<file path="config.mk">
export PLATFORM = sky130hd
export DESIGN_NAME = apb_req_scheduler
export DESIGN_NICKNAME = d
export VERILOG_FILES = /design/src/rtl/apb_sched_pkg.sv /design/src/rtl/rr_arbiter.sv /design/src/rtl/apb_req_scheduler.sv
export SDC_FILE = /design/constraint.sdc
export NUM_CORES = 1
export LEC_CHECK = 0
export CELL_PAD_IN_SITES_DETAIL_PLACEMENT = 0
export CELL_PAD_IN_SITES_GLOBAL_PLACEMENT = 1
export CORE_ASPECT_RATIO = 1.1
export CORE_MARGIN = 2
export CORE_UTILIZATION = 36
export DETAILED_ROUTE_END_ITERATION = 12
export HOLD_SLACK_MARGIN = 0.1
export PLACE_DENSITY = 0.88
export SLEW_MARGIN = 20
export SYNTH_ARGS = -nofsm -noshare
export SYNTH_HDL_FRONTEND = slang
export SYNTH_HIERARCHICAL = 1
export SYNTH_SLANG_ARGS = --single-unit
</file>
<file path="constraint.sdc">
create_clock -name PCLK -period 11.4 [get_ports PCLK]
set_input_delay 1.14 -clock PCLK [delete_from_list [all_inputs] [get_ports PCLK]]
set_output_delay 1.14 -clock PCLK [all_outputs]
set_load 0.01 [all_outputs]
</file>
<file path="src/rtl/apb_sched_pkg.sv">
// rtl/apb_sched_pkg.sv - shared state type, default widths and round-robin search for apb_req_scheduler
package apb_sched_pkg;
   localparam int DEF_DATA_WIDTH     = 32;
   localparam int DEF_ADDR_WIDTH     = 32;
   localparam int DEF_NUM_REQ        = 4;
   localparam int DEF_TIMEOUT_CYCLES = 256;
   localparam int MAX_REQ            = 32;
   localparam int MAX_IW             = 5;

   typedef enum logic [1:0] {IDLE, WAIT, RESP} state_e;

   // First set bit at or after ptr, wrapping within n; -1 when nothing is set.
   // Walking k downwards lets the closest index overwrite farther ones.
   function automatic int rr_next(input logic [MAX_REQ-1:0] req, input int ptr, input int n);
      logic [MAX_IW-1:0] idx;
      rr_next = -1;
      for (int k = n - 1; k >= 0; k--) begin
         idx = MAX_IW'((ptr + k) % n);
         if (req[idx]) rr_next = int'(idx);
      end
   endfunction
endpackage

</file>
<file path="src/rtl/rr_arbiter.sv">
// rtl/rr_arbiter.sv - combinational round-robin pick over pending slots; pointer lives in the parent
module rr_arbiter
   import apb_sched_pkg::*;
#(
   parameter int N = 4,
   localparam int IW = $clog2(N)
) (
   input  logic [N-1:0]  req,
   input  logic [IW-1:0] ptr,
   output logic [N-1:0]  grant,
   output logic [IW-1:0] grant_idx,
   output logic          any
);
   logic [MAX_REQ-1:0] req_ext;
   int                 win;

   always_comb begin
      req_ext        = '0;
      req_ext[N-1:0] = req;
      win            = rr_next(req_ext, int'(ptr), N);
      any            = (win >= 0);
      grant_idx      = any ? IW'(win) : '0;
      grant          = any ? (N'(1) << grant_idx) : '0;
   end
endmodule

</file>
<file path="src/rtl/apb_req_scheduler.sv">
// rtl/apb_req_scheduler.sv - shares one APB bridge among NUM_REQ one-entry request slots
// with round-robin arbitration, response routing and a per-transfer watchdog.
module apb_req_scheduler
   import apb_sched_pkg::*;
#(
   parameter int DATA_WIDTH     = DEF_DATA_WIDTH,
   parameter int ADDR_WIDTH     = DEF_ADDR_WIDTH,
   parameter int NUM_REQ        = DEF_NUM_REQ,
   parameter int TIMEOUT_CYCLES = DEF_TIMEOUT_CYCLES,
   parameter int TO_W           = $clog2(TIMEOUT_CYCLES + 1)
) (
   input  logic                           PCLK,
   input  logic                           PRESET,
   input  logic [NUM_REQ-1:0]             req_valid,
   output logic [NUM_REQ-1:0]             req_ready,
   input  logic [NUM_REQ-1:0]             req_write,
   input  logic [NUM_REQ*ADDR_WIDTH-1:0]  req_addr,
   input  logic [NUM_REQ*DATA_WIDTH-1:0]  req_wdata,
   output logic [NUM_REQ-1:0]             resp_valid,
   output logic [DATA_WIDTH-1:0]          resp_rdata,
   output logic                           resp_err,
   output logic [NUM_REQ-1:0]             br_read,
   output logic [NUM_REQ-1:0]             br_write,
   output logic [ADDR_WIDTH-1:0]          br_address,
   output logic [DATA_WIDTH-1:0]          br_write_data,
   input  logic [DATA_WIDTH-1:0]          br_read_data,
   input  logic [NUM_REQ-1:0]             br_access_complete,
   input  logic [NUM_REQ-1:0]             br_invalid_access,
   output logic [NUM_REQ-1:0]             timeout_sticky,
   output logic                           busy
);
   localparam int IW = $clog2(NUM_REQ);

   state_e                state_q;
   logic [NUM_REQ-1:0]    occ_q, slot_wr_q;
   logic [ADDR_WIDTH-1:0] slot_addr_q  [NUM_REQ];
   logic [DATA_WIDTH-1:0] slot_wdata_q [NUM_REQ];
   logic [IW-1:0]         ptr_q, ptr_d, g_q;
   logic [TO_W-1:0]       cnt_q;
   logic [NUM_REQ-1:0]    resp_valid_q, br_read_q, br_write_q, sticky_q;
   logic                  resp_err_q;
   logic [DATA_WIDTH-1:0] rdata_q, br_wdata_q;
   logic [ADDR_WIDTH-1:0] br_addr_q;

   logic [NUM_REQ-1:0]    grant;
   logic [IW-1:0]         grant_idx;
   logic                  any;
   logic                  done, timed_out;

   rr_arbiter #(.N(NUM_REQ)) u_arb (
      .req       (occ_q),
      .ptr       (ptr_q),
      .grant     (grant),
      .grant_idx (grant_idx),
      .any       (any)
   );

   assign ptr_d     = (grant_idx == IW'(NUM_REQ - 1)) ? '0 : grant_idx + IW'(1);
   assign done      = br_access_complete[g_q];
   assign timed_out = (cnt_q == TO_W'(TIMEOUT_CYCLES - 1));

   always_ff @(posedge PCLK or posedge PRESET) begin
      if (PRESET) begin
         state_q      <= IDLE;
         occ_q        <= '0;
         slot_wr_q    <= '0;
         for (int i = 0; i < NUM_REQ; i++) begin
            slot_addr_q[i]  <= '0;
            slot_wdata_q[i] <= '0;
         end
         ptr_q        <= '0;
         g_q          <= '0;
         cnt_q        <= '0;
         resp_valid_q <= '0;
         resp_err_q   <= 1'b0;
         rdata_q      <= '0;
         br_read_q    <= '0;
         br_write_q   <= '0;
         br_addr_q    <= '0;
         br_wdata_q   <= '0;
         sticky_q     <= '0;
      end else begin
         // Slots only load while empty, so a granted slot is frozen until its RESP.
         for (int i = 0; i < NUM_REQ; i++) begin
            if (req_valid[i] && !occ_q[i]) begin
               occ_q[i]        <= 1'b1;
               slot_wr_q[i]    <= req_write[i];
               slot_addr_q[i]  <= req_addr[i*ADDR_WIDTH +: ADDR_WIDTH];
               slot_wdata_q[i] <= req_wdata[i*DATA_WIDTH +: DATA_WIDTH];
            end
         end
         resp_valid_q <= '0;
         case (state_q)
            IDLE: begin
               if (any) begin
                  g_q        <= grant_idx;
                  ptr_q      <= ptr_d;
                  cnt_q      <= '0;
                  br_read_q  <= slot_wr_q[grant_idx] ? '0 : grant;
                  br_write_q <= slot_wr_q[grant_idx] ? grant : '0;
                  br_addr_q  <= slot_addr_q[grant_idx];
                  br_wdata_q <= slot_wdata_q[grant_idx];
                  state_q    <= WAIT;
               end
            end
            WAIT: begin
               cnt_q <= cnt_q + TO_W'(1);
               if (done) begin
                  if (br_read_q[g_q]) rdata_q <= br_read_data;
                  resp_err_q <= br_invalid_access[g_q];
               end else if (timed_out) begin
                  resp_err_q    <= 1'b1;
                  sticky_q[g_q] <= 1'b1;
               end
               if (done || timed_out) begin
                  br_read_q    <= '0;
                  br_write_q   <= '0;
                  resp_valid_q <= NUM_REQ'(1) << g_q;
                  state_q      <= RESP;
               end
            end
            RESP: begin
               occ_q[g_q] <= 1'b0;
               resp_err_q <= 1'b0;
               state_q    <= IDLE;
            end
            default: state_q <= IDLE;
         endcase
      end
   end

   assign req_ready      = ~occ_q;
   assign resp_valid     = resp_valid_q;
   assign resp_rdata     = rdata_q;
   assign resp_err       = resp_err_q;
   assign br_read        = br_read_q;
   assign br_write       = br_write_q;
   assign br_address     = br_addr_q;
   assign br_write_data  = br_wdata_q;
   assign timeout_sticky = sticky_q;
   assign busy           = (state_q != IDLE);
endmodule
</file>
Yosys cells after proc, flatten, opt, wreduce, memory -nomap -nowiden. Index checks and enable logic that the tools add are counted.

Flip-flop bits (word level): 392. Bits of input ports: 306. Output and inout port bits: 118. Logic and storage cells: 133.

Add/subtract/negate cells: 5. Order comparisons: 9. Eq/ne operators: 7. Shift operators: 2. Multiplexer cells: 52. Bitwise operators: 9. Reductions and logical operators: 24.

Operators with widths (count): 2-to-1 mux 32 bit (8); binary-select mux 32 bit (select 2 bit) (2); greater-or-equal comparator 32 x 1 -> 1 bit (second input constant) (1); 2-to-1 mux 4 bit (8); less-than comparator 5 x 6 -> 1 bit (second input constant) (3); case mux 9 bit (2 select lines) (1); case mux 4 bit (2 select lines) (2); 2-to-1 mux 1 bit (15); binary-select mux 1 bit (select 2 bit) (5); adder 9 x 1 -> 9 bit (second input constant) (1); binary-select mux 1 bit (select 3 bit) (3); == test 9 x 8 -> 1 bit (second input constant) (1); 2-to-1 mux 9 bit (1); AND reduction 3 bit (3); 2-to-1 mux 2 bit (4); inverter 4 bit (2); AND reduction 2 bit (4); << shifter 1 x 2 -> 4 bit (first input constant) (2); less-than comparator 2 x 3 -> 1 bit (second input constant) (2); less-than comparator 2 x 6 -> 1 bit (second input constant) (1); nonzero test 2 bit (3); OR reduction 2 bit (3); logical AND 1 bit (5); adder 2 x 1 -> 2 bit (second input constant) (2); other kinds (18) (26).

Depth between registers and ports, before layout. Gate-level depths: netlist (run 1).

Depth after elaboration: 16. Mapped depth: 10. Gate-level depth less buffers: 7.

Hierarchy. The synthesis (run 1) kept the hierarchy.

Modules (own cells, without submodules): apb_req_scheduler (times used 1, cells an instance 1130, area an instance 16457.0 sq um, sequential area each 9809.4 sq um); rr_arbiter (times used 1, cells an instance 34, area an instance 219.0 sq um, sequential area each 0.0 sq um).

Least setup slack after synthesis (run 1). OpenSTA, ideal clock, no wires.

Kind: input -> register. Start point: input br_access_complete[3]. End point: register rdata_q[0] (netlist: resp_rdata[0]). Setup time: 125 ps. Data arrival time: 2209 ps. Required time: 11275 ps. Path slack: 9066 ps. Cell stages on the path: 5. Buffers on the path: 1. Path through: and3_1 > a31oi_1 > a211oi_4 > buf_6 > mux2_4.

Cells in the longest elaborated chain, start to end: 3.

Ends and longest elaborated chain: start: declaration (RTL line apb_req_scheduler.sv:27) `input logic [NUM_REQ-1:0] br_access_complete,`; binary-select mux 1 bit (select 2 bit) (RTL line apb_req_scheduler.sv:59) `assign done = br_access_complete[g_q];`; 2-to-1 mux 1 bit (not written as such) (RTL line apb_req_scheduler.sv:59); AND reduction 3 bit (no line); end signal: assignment (RTL line apb_req_scheduler.sv:109) `if (br_read_q[g_q]) rdata_q <= br_read_data;`; end: declaration (RTL line apb_req_scheduler.sv:42) `logic [DATA_WIDTH-1:0] rdata_q, br_wdata_q;`.

No other way between the ends. The select of a mux whose other input is x is not followed. A chain may end at the register's enable or synchronous reset.

Worst setup path in the final report (run 1).
Start point: register occ_q[2]. End point: register br_write_q[0] (netlist: br_write[0]).

Cells in the longest elaborated chain, start to end: 13. Elaborated cells between the ends (all ways): 22. Classes of those cells: order compare: 1; eq/ne: 1; shift: 1; mux: 18; reduce/logical: 1.

Ends and longest elaborated chain: start: declaration (RTL line apb_req_scheduler.sv:35) `logic [NUM_REQ-1:0] occ_q, slot_wr_q;`; start signal: assignment (RTL line apb_req_scheduler.sv:65) `occ_q <= '0;`; start signal: indexed assignment (RTL line apb_req_scheduler.sv:86) `occ_q[i] <= 1'b1;`; start signal: indexed assignment (RTL line apb_req_scheduler.sv:123) `occ_q[g_q] <= 1'b0;`; binary-select mux 1 bit (select 3 bit) (RTL line apb_sched_pkg.sv:19) `if (req[idx]) rr_next = int'(idx);`; 2-to-1 mux 1 bit (not written as such) (RTL line apb_sched_pkg.sv:19); 2-to-1 mux 32 bit (3 in a row) (RTL line apb_sched_pkg.sv:19); 2-to-1 mux 32 bit (*) (RTL line apb_sched_pkg.sv:19); greater-or-equal comparator 32 x 1 -> 1 bit (RTL line rr_arbiter.sv:21) `any = (win >= 0);`; 2-to-1 mux 2 bit (*) (RTL line rr_arbiter.sv:22) `grant_idx = any ? IW'(win) : '0;`; net grant_idx[0] (RTL line apb_req_scheduler.sv:46) `logic [IW-1:0] grant_idx;`; binary-select mux 1 bit (select 2 bit) (RTL line apb_req_scheduler.sv:100) `br_write_q <= slot_wr_q[grant_idx] ? grant : '0;`; 2-to-1 mux 1 bit (not written as such) (RTL line apb_req_scheduler.sv:100); 2-to-1 mux 4 bit (*) (RTL line apb_req_scheduler.sv:100); 2-to-1 mux 4 bit (*) (RTL line apb_req_scheduler.sv:95) `if (any) begin`; case mux 4 bit (2 select lines) (*) (RTL line apb_req_scheduler.sv:93) `case (state_q)`; end signal: assignment (RTL line apb_req_scheduler.sv:100); end: declaration (RTL line apb_req_scheduler.sv:40) `logic [NUM_REQ-1:0] resp_valid_q, br_read_q, br_write_q, sticky_q;`.

Mark *: on every way through the listed nets, which the timed path passes. The rest lies on a longest branch. The select of a mux whose other input is x is not followed.

==> results of run 1 <==
## through the flow
step	area [µm²]	instances	util, %	power, mW
final	23000	2198	50.3	6.53
after global routing	23000	2198	50.3	6.93
after CTS	23000	2195	50.3	6.62
after detailed placement	21500	2119	47.0	5.11
after global placement	21500	2119	47.0	5.01
after floorplan	16700	1164	-	4.16
## how the worst max path moves through the flow
stage / endpoint / slack, ns / depth (start not counted)
after global placement: slot_addr_q[72]$_DFFE_PP0P_ / 7.61 / 4
after detailed placement: slot_addr_q[69]$_DFFE_PP0P_ / 7.58 / 4
after floorplan: br_address[0]$_DFFE_PP0P_ / 4.99 / 1
after CTS: br_write[2]$_DFFE_PP0P_ / 8.01 / 8
final: br_write[0]$_DFFE_PP0P_ / 8.10 / 8
after global routing: br_write[2]$_DFFE_PP0P_ / 7.82 / 8
## routing by layer
metal / wire, µm / global-route usage [%] / up-vias / part of all wire, %
li1: - / - / 4918 / -
met1: 18600 / 23.1 / 5719 / 40
met5: 63 / 0 / - / 0.14
met2: 23100 / 32.5 / 340 / 50
met3: 3060 / 5.49 / 88 / 6.6
met4: 1360 / 6.67 / 10 / 2.9
## report_power, final
part / internal (mW) / switching, mW / total, mW
Combinational: 1.51 / 1.12 / 2.63
Sequential: 2.06 / 0.373 / 2.43
Clock: 0.905 / 0.567 / 1.47
## kinds of logic (layout without fill, tap and decap cells)
kind of cell               after synthesis  after routing  share of synthesized area [%]
DFF                                    392            392                           58.8
adders and majority gates                3              3                          0.225
muxes                                  361            361                           29.6
and+or+nand+nor                        278            278                           6.86
buffers and inverters                   81            525                           2.52
xor gates and xnor gates                 1              1                         0.0525
AOI/OAI and AO/OA                       48             48                           1.96
other                                    0              2                              0
## worst min-delay path: stages (launching register included)
cell and delay, ns:
dfrtp_1 0.34, nand2_1 0.05, nand2_1 0.05
## cell type report
type | instances | area (µm²)
sequential | 392 | 9810
multi-input combinational | 691 | 6500
tap | 588 | 736
inverter | 11 | 45.0
timing repair buffer | 438 | 4380
clock inverter | 10 | 183
clock buffer | 66 | 1320
fill | 3885 | 22700
antenna | 2 | 5.00
## placed cells by master (no fill, tap or decap), types with 15 or more instances in the layout
cell type,n
nor2_1,16
nand3_1,15
mux2_4,30
nand2_1,221
clkdlybuf4s50_1,423
dfrtp_1,392
mux2_2,262
mux4_2,67
o21ai_0,19
clkbuf_16,45
## registers in the layout, summed over array words and instances, names as in the netlist
signal and cells:
resp_valid 4, timeout_sticky 4, resp_rdata 32, br_write 4, resp_err 1, g_q 2, br_address 32, slot_wdata_q 128
occ_q 4, slot_addr_q 128, br_write_data 32, slot_wr_q 4, br_read 4, state_q 2, cnt_q 9, ptr_q 2
==> flow_summary.ini, run 1 <==
[yosys]
synth_top_area_share_pct = 58.8
synth_commonest_cells = dfrtp_1, mux2_2, nand2_1, mux4_2, mux2_4
synth-edff-count = 0
main_area_contributors_after_synthesis = dfrtp_1, mux2_2, mux4_2
synth_cell_area_um2 = 16700
synthCells = 1164
yosys_warnings = 6
syn-num-nets = 1473
yosysMostFrequentCell = dfrtp_1
yosys_most_used_dff = dfrtp_1
postSynth.asyncResetShare_pct = 100
yosys.area.top_type = dfrtp_1
synth-seq-area-share_pct = 58.8
ys_ff_latch = 392
syn_avg_cell_area_um2 = 14.3
netlist-cell-type-count = 43

[placed_design]
finalWeightedCongestion = 0.786
numPortBuffers = 423
pre_cts_slack_ns = 7.58
detailed_place_hpwl_mm = 30.3

[worst_setup_path]
cpLargestDelayFamily = buffers and inverters
worstSetupStartpoint = occ_q[2]$_DFF_PP0_
cp-start-kind = flip-flop
worst-path-max-fanout = 28
cp_data_arrival_time_ns = 3.74
end_kind = flip-flop
worst_path_most_repeated_cell = buf_4
cp_num_buf_inv = 2
reg2reg_from = occ_q[2]$_DFF_PP0_
critical_path_class = flip-flop to flip-flop
cp_cell_sequence = nor2b_1 -> o21ai_1 -> nor3b_4 -> buf_4 -> buf_4 -> mux4_2 -> nand3_1 -> nand2_1
timing.reg2reg.setup_slack_ns = 8.10
crit_required_ns = 11.84
cp_slowest_cell = mux4_2
biggest_cell_delay_along_the_critical_path_ns = 0.68
reg2reg_depth = 8
worstReg2RegEnd = br_write[0]$_DFFE_PP0P_

[routing]
drt-initial-drc-count = 671
vias = 11100
viasPerCell = 5.04
antenna_left = 0
avg_wl_per_cell_um = 21.0
routed_wl_mm = 46.2
route.detailed.drc = 0
detail_route.first_pass.iterations = 5

[floorplan]
ioPinCount = 424
die_area_um2 = 48100
core_um2 = 45700
die_h_um = 230
start_util_pct = 36.5
rows = 82
floorplan.die.width_um = 209

[clocking]
tritoncts_num_sinks = 392
tritoncts = done
clock_latency_late_sink_ns = 0.56
numCtsBuffers = 43
clock_tree.htree_level_count = 2
clockBufferDepth = 3
root_buffer = clkbuf_16
post_cts_hold_buffers = 0
postCtsResizedCells = 0
clock_slew_seen_by_the_registers_of_the_worst_setup_and_hold_paths_ns = 0.06
post_cts_buffers = 0

[sta]
slew_violations = 0
clock.fmax_ghz = 0.303
finalCritPeriodShare_pct = 29.0
fin_skew_ns = 0.0170
finalSetupViolations = 0
final_period_minus_worst_setup_slack_ns = 3.30
fin_setup_tns_ns = 0
timing_worst_slew_pin_value_ns = 1.02
tightest_hold_margin_ns = 0.474
rsz0062_at_grt = false
slew_headroom_pct = 31.7
report.final.hold_viol_count = 0
worst_slack_ns = 8.10

[hold_path]
hold_path_class = flip-flop to flip-flop
timing.hold.worst_path_depth = 2
holdPathEnd = br_address[24]$_DFFE_PP0P_
hold_path.startpoint = br_address[24]$_DFFE_PP0P_

[finish]
area_delta_synth_final_pct = 37.8
drive_gt1_share_pct = 28.4
num-nets-final = 1886

[outcome]
status = completed

[global_route]
grt_first_pass_wirelength_mm = 70.2
grt.overflow.total = 0
number_of_global_route_vias_before_repair = 12100
grt_start_max_net_pins = 175
globalRouteTotalUtil_pct = 19.0
antenna_found_initial = 7

[flow_run]
max_cap_violations = 0

[power_and_ir_drop]
power_per_cell_area_nw_per_um2 = 284
cellLeakagePower_nw = 9.89
vdd_drop_max_mv = 0.166
Power figures use the tool's default switching activity.
==> inputs of run 2 (changes only) <==
CORE_UTILIZATION = 40   (was 36)
PLACE_DENSITY = 0.92   (was 0.88)
clock period = 3.2 ns   (was 11.4 ns; I/O delays follow)
==> run 2 against run 1 <==
Utilization up 5.7 points. Worst hold slack worse by 0.33 ns. Register-to-register slack worse by 7.5 ns. Non-clock buffer count up 16. Cell area up 0.42%. Via count up 0.51%. Largest power group unchanged.
==> flow_summary.ini, run 2 (synthesized netlist as in run 1, its figures left out) <==
[worst_setup_path]
worst_path_most_repeated_cell = nand2_1
cp_cell_sequence = nor2b_4 -> o21ai_1 -> nor3b_4 -> buf_4 -> mux4_2 -> nand2_1 -> nand2_1
reg2reg_depth = 7
cpLargestDelayFamily = simple AND/OR/NAND/NOR gates
reg2reg_from = occ_q[0]$_DFF_PP0_
timing.reg2reg.setup_slack_ns = 0.55
worst-path-max-fanout = 12
biggest_cell_delay_along_the_critical_path_ns = 0.59
end_kind = flip-flop
crit_required_ns = 3.64
cp-start-kind = flip-flop
cp_data_arrival_time_ns = 3.09
critical_path_class = flip-flop to flip-flop
cp_num_buf_inv = 1
worstReg2RegEnd = br_write_data[5]$_DFFE_PP0P_
cp_slowest_cell = nor3b_4

[outcome]
status = completed

[flow_run]
max_cap_violations = 0

[clocking]
numCtsBuffers = 41
tritoncts_num_sinks = 392
tritoncts = done
post_cts_hold_buffers = 0
postCtsResizedCells = 0
clock_latency_late_sink_ns = 0.56
clock_slew_seen_by_the_registers_of_the_worst_setup_and_hold_paths_ns = 0.06
clock_tree.htree_level_count = 2
post_cts_buffers = 0
clockBufferDepth = 3
root_buffer = clkbuf_16

[floorplan]
rows = 78
core_um2 = 41200
start_util_pct = 40.5
die_h_um = 218
ioPinCount = 424
floorplan.die.width_um = 199
die_area_um2 = 43300

[sta]
report.final.hold_viol_count = 0
finalCritPeriodShare_pct = 82.7
timing_worst_slew_pin_value_ns = 0.647
finalSetupViolations = 0
clock.fmax_ghz = 0.378
fin_setup_tns_ns = 0
rsz0062_at_grt = false
final_period_minus_worst_setup_slack_ns = 2.65
fin_skew_ns = 0.0163
slew_headroom_pct = 56.8
slew_violations = 0

[finish]
end_of_flow_core_utilization_pct = 56.0
reg.largest.list = slot_addr_q (128), slot_wdata_q (128)
area_delta_synth_final_pct = 38.4
layout.cells.most_common_list = clkdlybuf4s50_1, dfrtp_1, mux2_2
drive_gt1_share_pct = 28.7
final_common_cell = clkdlybuf4s50_1
num-nets-final = 1900

[global_route]
number_of_global_route_vias_before_repair = 12300
antenna_found_initial = 5
grt.overflow.total = 0
globalRouteTotalUtil_pct = 21.8
grt_first_pass_wirelength_mm = 71.1
grt_start_max_net_pins = 95

[routing]
vias = 11100
avg_wl_per_cell_um = 21.1
routed_wl_mm = 46.2
route.detailed.drc = 0
viasPerCell = 5.09
drt-initial-drc-count = 409
detail_route.first_pass.iterations = 5
antenna_left = 0

[placed_design]
detailed_place_hpwl_mm = 31.8
numPortBuffers = 423
finalWeightedCongestion = 0.822

[power_and_ir_drop]
power_per_cell_area_nw_per_um2 = 998
totalPowerFinal_mw = 23.0
cellLeakagePower_nw = 9.96
vdd_drop_max_mv = 0.495

[hold_path]
hold_path_class = input pin to async pin
run 2: final cells by class:
class	count	area, µm²
multi-input combinational	691	6500
sequential	392	9810
inverter	11	45.0
clock buffer	65	1220
tap	560	701
antenna	4	10.0
timing repair buffer	454	4670
fill	3338	18100
clock inverter	8	126
run 2: worst max-delay path by stage:
stage                     slack, ns                           end                from  cells after the start
after floorplan               -2.39     br_address[0]$_DFFE_PP0P_              PRESET                      1
after global placement         0.63  br_write_data[0]$_DFFE_PP0P_  occ_q[3]$_DFF_PP0_                      7
after detailed placement       0.54  br_write_data[5]$_DFFE_PP0P_  occ_q[0]$_DFF_PP0_                      7
after CTS                      0.49  br_write_data[5]$_DFFE_PP0P_  occ_q[0]$_DFF_PP0_                      7
after global routing           0.43  br_write_data[5]$_DFFE_PP0P_  occ_q[0]$_DFF_PP0_                      7
final                          0.55  br_write_data[5]$_DFFE_PP0P_  occ_q[0]$_DFF_PP0_                      7
run 2: per-layer routing:
| layer | wire [µm] | up-vias | GRT usage [%] |
|---|---|---|---|
| met1 | 17800 | 5674 | 25.5 |
| li1 | - | 4956 | - |
| met2 | 22900 | 388 | 37.0 |
| met5 | 0 | - | 0 |
| met3 | 3310 | 114 | 5.29 |
| met4 | 2250 | 0 | 11.2 |
run 2: through the flow:
stage | instances | cell area [µm²] | hold slack (ns) | setup WS (ns)
6_report | 2185 | 23100 | 0.149 | 0.552
3_3_place_gp | 2108 | 21700 | 0.458 | 0.626
2_1_floorplan | 1164 | 16700 | 0.437 | -2.39
3_5_place_dp | 2108 | 21700 | 0.462 | 0.541
5_1_grt | 2183 | 23100 | 0.146 | 0.433
4_1_cts | 2181 | 23100 | 0.121 | 0.488
run 2: where the power goes:
group / switching (mW) / internal, mW
Sequential: 1.40 / 7.33
Combinational: 3.95 / 5.57
Clock: 1.94 / 2.85
